File: config.mk
export PLATFORM = sky130hd
export DESIGN_NAME = serial_subtractor
export DESIGN_NICKNAME = d
export VERILOG_FILES = /design/src/rtl/serial_subtractor.sv
export SDC_FILE = /design/constraint.sdc
export NUM_CORES = 1
export LEC_CHECK = 0
export ABC_CLOCK_PERIOD_IN_PS = 1600
export BUFFER_PORTS_ARGS = -buffer_cell sky130_fd_sc_hd__buf_4
export CAP_MARGIN = 10
export CORE_MARGIN = 1
export CORE_UTILIZATION = 35
export DETAILED_ROUTE_END_ITERATION = 12
export PLACE_DENSITY_LB_ADDON = 0.08
export SKIP_LAST_GASP = 1
export SYNTH_ARGS = -nofsm -noshare
export SYNTH_HDL_FRONTEND = slang
export SYNTH_SLANG_ARGS = --single-unit
File: constraint.sdc
create_clock -name clk -period 1.6 [get_ports clk]
set_clock_uncertainty 0.2 [all_clocks]
set_input_delay 0.16 -clock clk [delete_from_list [all_inputs] [get_ports clk]]
set_output_delay 0.16 -clock clk [all_outputs]
set_load 0.05 [all_outputs]
File: src/rtl/serial_subtractor.sv
// ---------------------------------------------------------------------------
// serial_subtractor
//
// Bit-serial subtractor: computes diff = a - b one bit per clock, LSB first,
// through a single subtract-with-borrow cell. A controlling FSM starts it with
// a start request and sees busy while the bits are shifting. A one-cycle done
// pulse marks the cycle in which the result first appears.
//
// Ports:
//   clk    in   system clock, rising edge
//   rst    in   synchronous reset, active-high, highest priority
//   start  in   request; only looked at while idle
//   a      in   WIDTH-bit minuend, captured on the accepted start edge
//   b      in   WIDTH-bit subtrahend, captured on the accepted start edge
//   busy   out  high while bits are being processed
//   done   out  one-cycle pulse; diff/borrow are valid on this cycle
//   diff   out  WIDTH-bit (a - b) mod 2^WIDTH, held until the next result
//   borrow out  final borrow-out (a < b unsigned)
// ---------------------------------------------------------------------------
module serial_subtractor #(
    parameter  int WIDTH = 8,
    localparam int CNT_W = $clog2(WIDTH + 1)
) (
    input  logic             clk,
    input  logic             rst,
    input  logic             start,
    input  logic [WIDTH-1:0] a,
    input  logic [WIDTH-1:0] b,
    output logic             busy,
    output logic             done,
    output logic [WIDTH-1:0] diff,
    output logic             borrow
);

    typedef enum logic [1:0] {
        S_IDLE  = 2'd0,
        S_SHIFT = 2'd1,
        S_DONE  = 2'd2
    } state_t;

    // One subtract-with-borrow cell; returns {borrow_out, difference_bit}.
    function automatic logic [1:0] sub_cell(input logic x, input logic y, input logic bin);
        logic d_bit;
        logic b_out;
        d_bit = x ^ y ^ bin;
        b_out = (~x & y) | (~(x ^ y) & bin);
        return {b_out, d_bit};
    endfunction

    state_t           state_q;
    logic [WIDTH-1:0] a_sh_q;
    logic [WIDTH-1:0] b_sh_q;
    logic [WIDTH-1:0] res_q;
    logic [WIDTH-1:0] res_d;
    logic             br_q;
    logic             br_d;
    logic             d_bit_d;
    logic [CNT_W-1:0] cnt_q;
    logic             last_d;
    logic             busy_q;
    logic             done_q;
    logic [WIDTH-1:0] diff_q;
    logic             borrow_q;

    // Datapath for the current bit: difference, next borrow and the
    // partially built result with the new bit entering at the MSB.
    always_comb begin
        {br_d, d_bit_d} = sub_cell(a_sh_q[0], b_sh_q[0], br_q);
        res_d           = {d_bit_d, res_q[WIDTH-1:1]};
        last_d          = (cnt_q == CNT_W'(WIDTH - 1));
    end

    // Control FSM plus shift registers and registered outputs.
    always_ff @(posedge clk) begin
        if (rst) begin
            state_q  <= S_IDLE;
            a_sh_q   <= '0;
            b_sh_q   <= '0;
            res_q    <= '0;
            br_q     <= 1'b0;
            cnt_q    <= '0;
            busy_q   <= 1'b0;
            done_q   <= 1'b0;
            diff_q   <= '0;
            borrow_q <= 1'b0;
        end else begin
            case (state_q)
                S_IDLE: begin
                    done_q <= 1'b0;
                    if (start) begin
                        a_sh_q  <= a;
                        b_sh_q  <= b;
                        res_q   <= '0;
                        br_q    <= 1'b0;
                        cnt_q   <= '0;
                        busy_q  <= 1'b1;
                        state_q <= S_SHIFT;
                    end else begin
                        busy_q  <= 1'b0;
                        state_q <= S_IDLE;
                    end
                end
                S_SHIFT: begin
                    a_sh_q <= {1'b0, a_sh_q[WIDTH-1:1]};
                    b_sh_q <= {1'b0, b_sh_q[WIDTH-1:1]};
                    res_q  <= res_d;
                    br_q   <= br_d;
                    cnt_q  <= cnt_q + CNT_W'(1);
                    if (last_d) begin
                        // Publish the finished result only here so partial
                        // results never reach the outputs.
                        diff_q   <= res_d;
                        borrow_q <= br_d;
                        busy_q   <= 1'b0;
                        done_q   <= 1'b1;
                        state_q  <= S_DONE;
                    end else begin
                        busy_q  <= 1'b1;
                        done_q  <= 1'b0;
                        state_q <= S_SHIFT;
                    end
                end
                S_DONE: begin
                    busy_q  <= 1'b0;
                    done_q  <= 1'b0;
                    state_q <= S_IDLE;
                end
                default: begin
                    busy_q  <= 1'b0;
                    done_q  <= 1'b0;
                    state_q <= S_IDLE;
                end
            endcase
        end
    end

    assign busy   = busy_q;
    assign done   = done_q;
    assign diff   = diff_q;
    assign borrow = borrow_q;

endmodule

==> results.txt, run 1 <==
LEAKAGE -> 0.000879 uW
Cell taking the most area after synthesis -> dfxtp_1
Violated checks -> design-rule violations
H-tree depth -> 2
Initial core utilization -> 37.6%
Pre-Repair DR Iteration Count -> 8
Critical-path maximum fanout -> 8
Vias -> 1425
Syn_nets -> 205
Worst-Skew Late Latency -> 0.30 ns
Outcome -> complete, but fails checks
Setup crit start kind -> register
Peak supply drop -> 0.000415 V
Die Wd -> 71.3 um
Final setup fails -> 0
Total Routed Length -> 3660 um
Worst Setup End Kind -> register
Final antenna-violating net count -> 0
Period utilization -> 97.5%
FFs w/ async S/R, synth -> 0%
Slew margin rel. -> 70.4%
Total GRT Usage -> 15.9%
I/O pin cnt -> 30
Routability cong. -> 0.716
Seq/Total Area, Yosys -> 47.6%
Least-Margin Pin Slew -> 0.445 ns
Setup CP Type -> register to register
Post-detail-place hpwl -> 2340 um
# diodes -> 0
Cell area power density -> 917 mW/mm2
Core area -> 0.00447 mm2
Wire per inst -> 13.0 um
Vias/cell -> 5.05
Worst path required time -> 1.63 ns
Worst Hold Class -> input pin to register
Number of port buffers -> 29
Final min period -> 1.56 ns
Final slew viol count -> 0
Commonest cells post-synth -> dfxtp_1 (40), nor2_1 (26), nand2_1 (17), nand2b_1 (17), a21oi_1 (14)
Clock net sink count -> 40
First-pass GRT wire length -> 6270 um
Netlist cell types -> 31
Mapped Area -> 0.00168 mm2
Synth Flop Type -> dfxtp_1
Top-count cell post-synth -> dfxtp_1
Num CTS Buffers -> 5
Yosys reg bits -> 40
Largest net degree at the start of global routing -> 50
Post-synth EDFFs -> 0
Max-cap violations -> 0
Overall Power -> 2040 uW
Layout area overhead -> 32.1%
Root buffer cell -> clkbuf_8
Total grt overflow -> 0
Hold Vio Cnt, Final -> 0
Vias in the first global route -> 1408
Final Worst Setup Slack -> 0.0394 ns
Top-area cell type share of the netlist area -> 47.6%
Share of cells above drive strength 1 -> 21.7%
Height of the chip -> 71.3 um
CTS Buffer Depth -> 2
Rows -> 24
Net count, final -> 250
Die area -> 0.00509 mm2
Top cells by area, synth -> dfxtp_1 (48%), nand2b_1 (6.3%), a211oi_1 (5.8%)
Syn_area_per_cell -> 9.14 um2
Initial antenna violation count -> 0
Yosys warning total -> 0
CTS tree -> done
DP Worst Slack -> 0.0414 ns
Starting DRT DRC Count -> 128
Unrepaired setup endpoints after global routing -> yes
Cells after Synth -> 184
Fmax -> 641 MHz
Clock Pin Slew Worst Setup and Hold Paths -> 0.08 ns
Detailed-route DRC error count -> 1
Worst EP arrival -> 1.59 ns
[placed cells by master, fill, tap and decap left out, types with 2 or more instances in the layout]
master	n
buf_4	34
clkbuf_8	6
mux2i_1	8
clkinvlp_4	2
nand2b_1	17
a22oi_1	10
dlygate4sd3_1	16
dfxtp_1	39
a211oi_1	13
nor2b_1	2
buf_12	2
a21oi_1	14
nor2_1	26
nand2_1	17
nand3_1	2
inv_1	2
nor3_1	3
[area by class of cell]
type | count | area, um2
fill | 428 | 2250
sequential | 40 | 802
multi-input combinational | 127 | 782
timing repair buffer | 53 | 467
clock buffer | 6 | 82.6
tap | 52 | 65.1
clock inverter | 2 | 15.0
inverter | 2 | 7.51
[state kept, by name, indices dropped and copies added, names as in the netlist]
name	flops
br_q	1
borrow	1
diff	8
b_sh_q	8
state_q	2
cnt_q	4
done	1
a_sh_q	8
res_q	7
[path summary, 6_finish.rpt]
kind	start	end	slack [ns]	depth (start not counted)
setup / recovery	cnt_q[0]	diff[0]	0.04	5
hold / removal	rst	res_q[5]	0.08	2
setup reg to reg	cnt_q[0]	diff[0]	0.04	5
hold reg to reg	diff[4]	diff[4]	0.27	2
[timing repair]
item | CTS | global route
setup buffers | 0 | 1
hold endpoints to repair | 16 | 0
resized for setup | 0 | 3
setup endpoints to repair | 0 | 15
hold buffers | 16 | 0
[cells by family (layout without fill, tap and decap cells)]
logic type / Yosys count / in the layout / share of synthesized area, %
AND/OR/NAND/NOR: 71 / 71 / 20.2
multiplexers: 8 / 8 / 4.76
AO/OA/AOI/OAI: 46 / 46 / 19.0
flip-flops: 40 / 40 / 47.6
buffers and inverters: 17 / 63 / 6.47
adder cells (fa/ha/maj): 2 / 2 / 1.93
[power breakdown]
group / internal (uW) / switching, uW
Sequential: 1040 / 27.3
Combinational: 131 / 128
Clock: 349 / 365
[worst max-delay path: stages (launching register included)]
cell,delay [ns]
dfxtp_1,0.39
ha_2,0.22
nand4b_1,0.17
nor2_4,0.17
buf_12,0.14
mux2i_1,0.19
[metal layers]
metal | vias to the layer above | wire length (um) | track usage [%]
li1 | 724 | - | -
met1 | 675 | 1870 | 20.1
met2 | 21 | 1600 | 25.2
met3 | 5 | 149 | 5.06
met4 | 0 | 51 | 6.22
met5 | - | 0 | 0
[through the flow]
stage,util [%],instances,setup TNS (ns),hold slack (ns),area [um2]
finish,49.6,282,0,0.0843,2220
global route,49.6,282,-0.0200,0.102,2220
CTS,48.9,281,0,0.0790,2190
detailed placement,43.1,257,0,0.216,1930
global placement,43.1,257,0,0.206,1930
floorplan,-,184,0,0.101,1680
(Power assumes the default switching activity.)
==> inputs of run 2 (changes only) <==
CTS_BUF_LIST = sky130_fd_sc_hd__clkbuf_4 sky130_fd_sc_hd__clkbuf_8 sky130_fd_sc_hd__clkbuf_16   (was default)
SETUP_SLACK_MARGIN = 0.5   (was default)
==> results.txt, run 2 (synthesized netlist as in run 1, its figures left out) <==
Outcome -> complete, but fails checks (unchanged)
Violated checks -> design-rule violations (unchanged)
Reg2reg end -> diff[5] (was diff[0])
Worst Setup End Kind -> register (unchanged)
Reg2reg start -> cnt_q[0] (unchanged)
# diodes -> 0 (unchanged)
Unrepaired setup endpoints after global routing -> yes (unchanged)
Clock Pin Slew Worst Setup and Hold Paths -> 0.08 ns (about the same)
Vias/cell -> 5.19 (was 5.05)
Final min period -> 1.45 ns (was 1.56 ns)
Setup TNS -> 0 ns (unchanged)
Starting DRT DRC Count -> 99 (was 128)
Setup CP Type -> register to register (unchanged)
First-pass GRT wire length -> 6910 um (was 6270 um)
Most frequent cells in the layout -> buf_4 (34), dfxtp_1 (23), nand2b_1 (16), dlygate4sd3_1 (16) (was dfxtp_1 (39), buf_4 (34), nor2_1 (26))
Vias in the first global route -> 1534 (was 1408)
Total Routed Length -> 4570 um (was 3660 um)
Core area -> 0.00447 mm2 (unchanged)
Worst hold endpoint -> cnt_q[1] (was res_q[5])
Final slew viol count -> 0 (unchanged)
Period utilization -> 90.3% (was 97.5%)
Critical-path maximum fanout -> 8 (unchanged)
Switching share of power -> 25.6% (about the same)
Flop2flop setup slack -> 0.15 ns (was 0.04 ns)
Total grt overflow -> 0 (unchanged)
Slew margin rel. -> 63.9% (was 70.4%)
LEAKAGE -> 0.00114 uW (was 0.000879 uW)
Layout area overhead -> 76.1% (was 32.1%)
Total GRT Usage -> 17.4% (was 15.9%)
Share of cells above drive strength 1 -> 59.2% (was 21.7%)
Pre-Repair DR Iteration Count -> 8 (unchanged)
Die Wd -> 71.3 um (unchanged)
Cell area power density -> 815 mW/mm2 (was 917 mW/mm2)
Number of port buffers -> 29 (unchanged)
Clock net sink count -> 40 (unchanged)
Int Pwr -> 1800 uW (was 1520 uW)
Psw -> 619 uW (was 521 uW)
Hold_sp -> rst (unchanged)
Placed cells -> 259 (was 257)
Height of the chip -> 71.3 um (unchanged)
Post-detail-place hpwl -> 2350 um (was 2340 um)
Detailed-route DRC error count -> 1 (unchanged)
Final antenna-violating net count -> 0 (unchanged)
Rows -> 24 (unchanged)
Hold Path Depth -> 2 (unchanged)
Non-Filler Instances -> 307 (was 282)
Most common cell after layout, fill and taps aside -> buf_4 (was dfxtp_1)
Max-cap violations -> 0 (unchanged)
Worst-Skew Late Latency -> 0.29 ns (was 0.30 ns)
Comb power frac -> 18.8% (was 12.7%)
I/O pin cnt -> 30 (unchanged)
CTS tree -> done (unchanged)
Num CTS Buffers -> 5 (unchanged)
H-tree depth -> 2 (unchanged)
Net count, final -> 275 (was 250)
Peak supply drop -> 0.000561 V (was 0.000415 V)
Setup crit start kind -> register (unchanged)
Clock power frac -> 36.4% (was 35.0%)
Worst EP arrival -> 1.46 ns (was 1.59 ns)
Hold Vio Cnt, Final -> 0 (unchanged)
Initial core utilization -> 37.6% (unchanged)
Die area -> 0.00509 mm2 (unchanged)
Initial antenna violation count -> 0 (unchanged)
Fmax -> 692 MHz (was 641 MHz)
Routability cong. -> 0.721 (was 0.716)
Wire per inst -> 14.9 um (was 13.0 um)
Fillers -> 353 (was 428)
Worst Hold Class -> input pin to register (unchanged)
R2R depth -> 5 (unchanged)
Root buffer cell -> clkbuf_8 (unchanged)
Vias -> 1593 (was 1425)
Largest net degree at the start of global routing -> 50 (unchanged)
CTS Buffer Depth -> 2 (unchanged)
Final setup fails -> 0 (unchanged)
Sequential fraction of design power -> 44.8% (was 52.2%)
Least-Margin Pin Slew -> 0.542 ns (was 0.445 ns)
Worst path required time -> 1.62 ns (was 1.63 ns)
## run 2: cell type report
cell class                      instances  area (um2)  area share, %
Inverter                                2        7.51          0.253
Clock buffer                            6        82.6           2.79
Clock inverter                          2        38.8           1.31
Multi-Input combinational cell        127        1100           37.1
Sequential cell                        40         827           27.9
Tap cell                               52        65.1           2.20
Timing Repair Buffer                   78         842           28.4
## run 2: repair_timing
action,in CTS,in global routing
hold buffers,16,0
hold endpoints to repair,16,0
setup endpoints to repair,51,51
buffers inserted,9,10
gates resized for setup,51,73
cloned,2,3
pin swaps,8,26
## run 2: how the worst max path moves through the flow
stage	start	to
3_5_place_dp	cnt_q[1]	diff[5]
3_3_place_gp	cnt_q[0]	diff[6]
2_1_floorplan	state_q[0]	diff[0]
4_1_cts	cnt_q[0]	diff[5]
5_1_grt	cnt_q[0]	diff[0]
6_report	cnt_q[0]	diff[5]
## run 2: routing by layer
metal	part of all wire (%)	track usage, %	up-vias
met5	0	0	-
met4	0.50	5.33	0
met3	2.2	3.80	2
met2	55	31.9	24
met1	42	20.1	786
li1	-	-	781
## run 2: critical path, stage by stage (launching register included)
cell and delay (ns):
dfxtp_2 0.36, ha_4 0.13, nand4b_1 0.19, nor2_4 0.16
buf_12 0.14, mux2i_1 0.18
## run 2: metrics by stage
stage	worst slack [ns]	util [%]	total power [uW]	instance area, um2	hold slack [ns]
floorplan	0.116	-	1250	1730	0.101
global placement	0.129	44.2	1320	1980	0.204
detailed placement	0.0782	44.2	1320	1980	0.214
CTS	0.193	56.1	2270	2510	0.0942
global route	0.0616	66.2	2510	2960	0.154
finish	0.155	66.2	2410	2960	0.133
## run 2: power by group through the flow
| stage | Clock [uW] | Sequential [uW] | Combinational, uW |
|---|---|---|---|
| finish | 879 | 1080 | 455 |
| global route | 937 | 1090 | 486 |
| CTS | 893 | 1060 | 310 |
| detailed placement | 0 | 1090 | 236 |
| global placement | 0 | 1090 | 233 |
| floorplan | 0 | 1090 | 165 |
==> inputs of run 3 (changes only) <==
ABC_AREA = 1   (was default)
==> results.txt, run 3 <==
H-tree depth -> 2 (unchanged)
Worst Setup End Kind -> register (unchanged)
Pre-Repair DR Iteration Count -> 4 (was 8)
Setup TNS -> 0 ns (unchanged)
Die area -> 0.00546 mm2 (was 0.00509 mm2)
Slew margin rel. -> 77.9% (was 63.9%)
Mapped Area -> 0.00181 mm2 (was 0.00168 mm2)
Max-cap violations -> 0 (unchanged)
Period utilization -> 83.0% (was 90.3%)
Initial core utilization -> 37.3% (was 37.6%)
Worst hold margin -> -0.0362 ns (was 0.133 ns)
Critical-path cell list -> inv_2, fa_1, nand2_1, a21oi_1 (was ha_4, nand4b_1, nor2_4, buf_12, mux2i_1)
Yosys warning total -> 0 (unchanged)
Layout area overhead -> 58.4% (was 76.1%)
Initial antenna violation count -> 0 (unchanged)
First-pass GRT wire length -> 7970 um (was 6910 um)
Worst-Skew Late Latency -> 0.29 ns (about the same)
Cell area power density -> 847 mW/mm2 (was 815 mW/mm2)
Synth Flop Type -> dfxtp_1 (unchanged)
Post-synth EDFFs -> 0 (unchanged)
Starting DRT DRC Count -> 71 (was 99)
Syn_area_per_cell -> 6.87 um2 (was 9.14 um2)
CTS tree -> done (unchanged)
Critical-path maximum fanout -> 2 (was 8)
Least-Margin Pin Slew -> 0.331 ns (was 0.542 ns)
Most common cell after layout, fill and taps aside -> nand2_1 (was buf_4)
# hold bufs at CTS -> 12 (was 16)
Final slew viol count -> 0 (unchanged)
Top-count cell post-synth -> nand2_1 (was dfxtp_1)
Final antenna-violating net count -> 0 (unchanged)
Num CTS Buffers -> 5 (unchanged)
Seq/Total Area, Yosys -> 44.3% (was 47.6%)
Clock net sink count -> 40 (unchanged)
Vias in the first global route -> 1698 (was 1534)
Worst EP arrival -> 1.35 ns (was 1.46 ns)
Unrepaired setup endpoints after global routing -> yes (unchanged)
CP top delay family -> adder cells (was flip-flops)
Final setup fails -> 0 (unchanged)
Most frequent cells in the layout -> nand2_1 (72), buf_4 (32), nand3_1 (31), nor2_1 (31), dfxtp_1 (22) (was buf_4 (34), dfxtp_1 (23), nand2b_1 (16), dlygate4sd3_1 (16))
Setup crit start kind -> register (unchanged)
Rows -> 25 (was 24)
Commonest cells post-synth -> nand2_1 (94), dfxtp_1 (40), nor2_1 (35), nand3_1 (34), inv_1 (20) (was dfxtp_1 (40), nor2_1 (26), nand2_1 (17), nand2b_1 (17), a21oi_1 (14))
Total Routed Length -> 5040 um (was 4570 um)
Share of cells above drive strength 1 -> 37.0% (was 59.2%)
Wire per inst -> 12.9 um (was 14.9 um)
Non-Filler Instances -> 391 (was 307)
Routability cong. -> 0.797 (was 0.721)
Cells after Synth -> 263 (was 184)
Placed cells -> 351 (was 259)
Yosys reg bits -> 40 (unchanged)
Fmax -> 753 MHz (was 692 MHz)
CTS Buffer Depth -> 2 (unchanged)
Total GRT Usage -> 19.4% (was 17.4%)
Largest net degree at the start of global routing -> 28 (was 50)
Worst path max stage delay -> 0.52 ns (was 0.36 ns)
FFs w/ async S/R, synth -> 0% (unchanged)
Final Worst Setup Slack -> 0.272 ns (was 0.155 ns)
Hold Vio Cnt, Final -> 17 (was 0)
Cell taking the most area after synthesis -> dfxtp_1 (unchanged)
Final min period -> 1.33 ns (was 1.45 ns)
Worst path required time -> 1.63 ns (was 1.62 ns)
Crit-path slowest cell -> fa_1 (was dfxtp_2)
Vias/cell -> 4.63 (was 5.19)
Clock Pin Slew Worst Setup and Hold Paths -> 0.08 ns (about the same)
Die Wd -> 73.9 um (was 71.3 um)
Top-area cell type share of the netlist area -> 44.3% (was 47.6%)
Peak supply drop -> 0.000362 V (was 0.000561 V)
LEAKAGE -> 0.00130 uW (was 0.00114 uW)
Total grt overflow -> 0 (unchanged)
Core area -> 0.00485 mm2 (was 0.00447 mm2)
# diodes -> 0 (unchanged)
Buf/Inv on CP -> 1 (unchanged)
Height of the chip -> 73.9 um (was 71.3 um)
DP Worst Slack -> 0.230 ns (was 0.0782 ns)
Top cells by area, synth -> dfxtp_1 (44%), nand2_1 (20%), nand3_1 (9.4%) (was dfxtp_1 (48%), nand2b_1 (6.3%), a211oi_1 (5.8%))
Final Core Density -> 59.1% (was 66.2%)
Setup CP Type -> register to register (unchanged)
Violated checks -> negative hold slack (was design-rule violations)
I/O pin cnt -> 30 (unchanged)
Post-detail-place hpwl -> 2590 um (was 2350 um)
Detailed-route DRC error count -> 0 (was 1)
Outcome -> complete, but fails checks (unchanged)
Fillers -> 449 (was 353)
Net count, final -> 345 (was 275)
Flop2flop setup slack -> 0.27 ns (was 0.15 ns)
Number of port buffers -> 29 (unchanged)
Vias -> 1812 (was 1593)
Worst Hold Class -> input pin to register (unchanged)
Root buffer cell -> clkbuf_8 (unchanged)
Netlist cell types -> 20 (was 31)
Syn_nets -> 284 (was 205)
[run 3: changes by cell type after synthesis, sizes merged, moves of 2 or more]
cell / previous run / this run
a211oi: 13 / 0
a22oi: 10 / 0
buf: 10 / 12
clkbuf: 5 / 2
inv: 2 / 22
mux2i: 8 / 0
nand2: 17 / 95
nand2b: 17 / 0
nand3: 2 / 34
nand4: 0 / 3
nor2: 27 / 36
nor2b: 2 / 0
nor3: 3 / 0
[run 3: timing repair]
item / in CTS / in global routing
resized for setup: 47 / 37
endpoints found under the hold margin: 25 / 12
pin swaps: 18 / 18
setup endpoints to repair: 51 / 51
setup buffers: 12 / 1
cloned: 6 / 2
[run 3: worst paths after layout]
path,end,cells after the start,from
worst max register to register,res_q[7],4,br_q
worst max-delay path,res_q[7],4,br_q
worst min register to register,res_q[1],2,res_q[1]
worst min-delay path,br_q,2,rst
[run 3: through the flow]
stage               power (uW)  area (um2)  hold slack [ns]
floorplan                 1310        1880            0.115
global placement          1380        2130            0.252
detailed placement        1380        2130            0.256
CTS                       2370        2680          -0.0450
global route              2540        2860          -0.0312
finish                    2430        2860          -0.0362
[run 3: kinds of logic after synthesis]
kind of cell             after synthesis  share of synthesized area (%)
AND/OR/NAND/NOR                      168                           38.5
flip-flops                            40                           44.3
AO/OA/AOI/OAI                         17                           5.33
adder cells (fa/ha/maj)                2                           1.80
buffers and inverters                 36                           10.1
[run 3: worst register-to-register path: stages (launching register included)]
cell	delay, ns
dfxtp_2	0.34
inv_2	0.04
fa_1	0.52
nand2_1	0.06
a21oi_1	0.11
[run 3: layer usage]
| metal | up-vias | wire, um | share of wire (%) | track usage [%] |
|---|---|---|---|---|
| met1 | 827 | 2470 | 49 | 25.2 |
| met5 | - | 0 | 0 | 0 |
| li1 | 942 | - | - | - |
| met4 | 0 | 66 | 1.3 | 6.62 |
| met2 | 36 | 2320 | 46 | 31.9 |
| met3 | 7 | 177 | 3.5 | 3.98 |
[run 3: final cells by class]
cell class / instances / area [um2] / area share (%)
clock inverters: 1 / 30.0 / 1.05
repair buffers: 64 / 673 / 23.5
clock buffers: 6 / 93.8 / 3.28
multi-input cells: 190 / 1040 / 36.4
repair inverters: 1 / 8.76 / 0.306
well taps: 67 / 83.8 / 2.93
flip-flops and latches: 40 / 831 / 29.0
inverters: 22 / 100 / 3.49
[run 3: report_power, final]
| group | switching (uW) | internal [uW] | leakage (uW) |
|---|---|---|---|
| Clock | 351 | 551 | 0.0000624 |
| Sequential | 29.8 | 1040 | 0.000336 |
| Combinational | 241 | 216 | 0.000900 |
| Total | 622 | 1800 | 0.00130 |
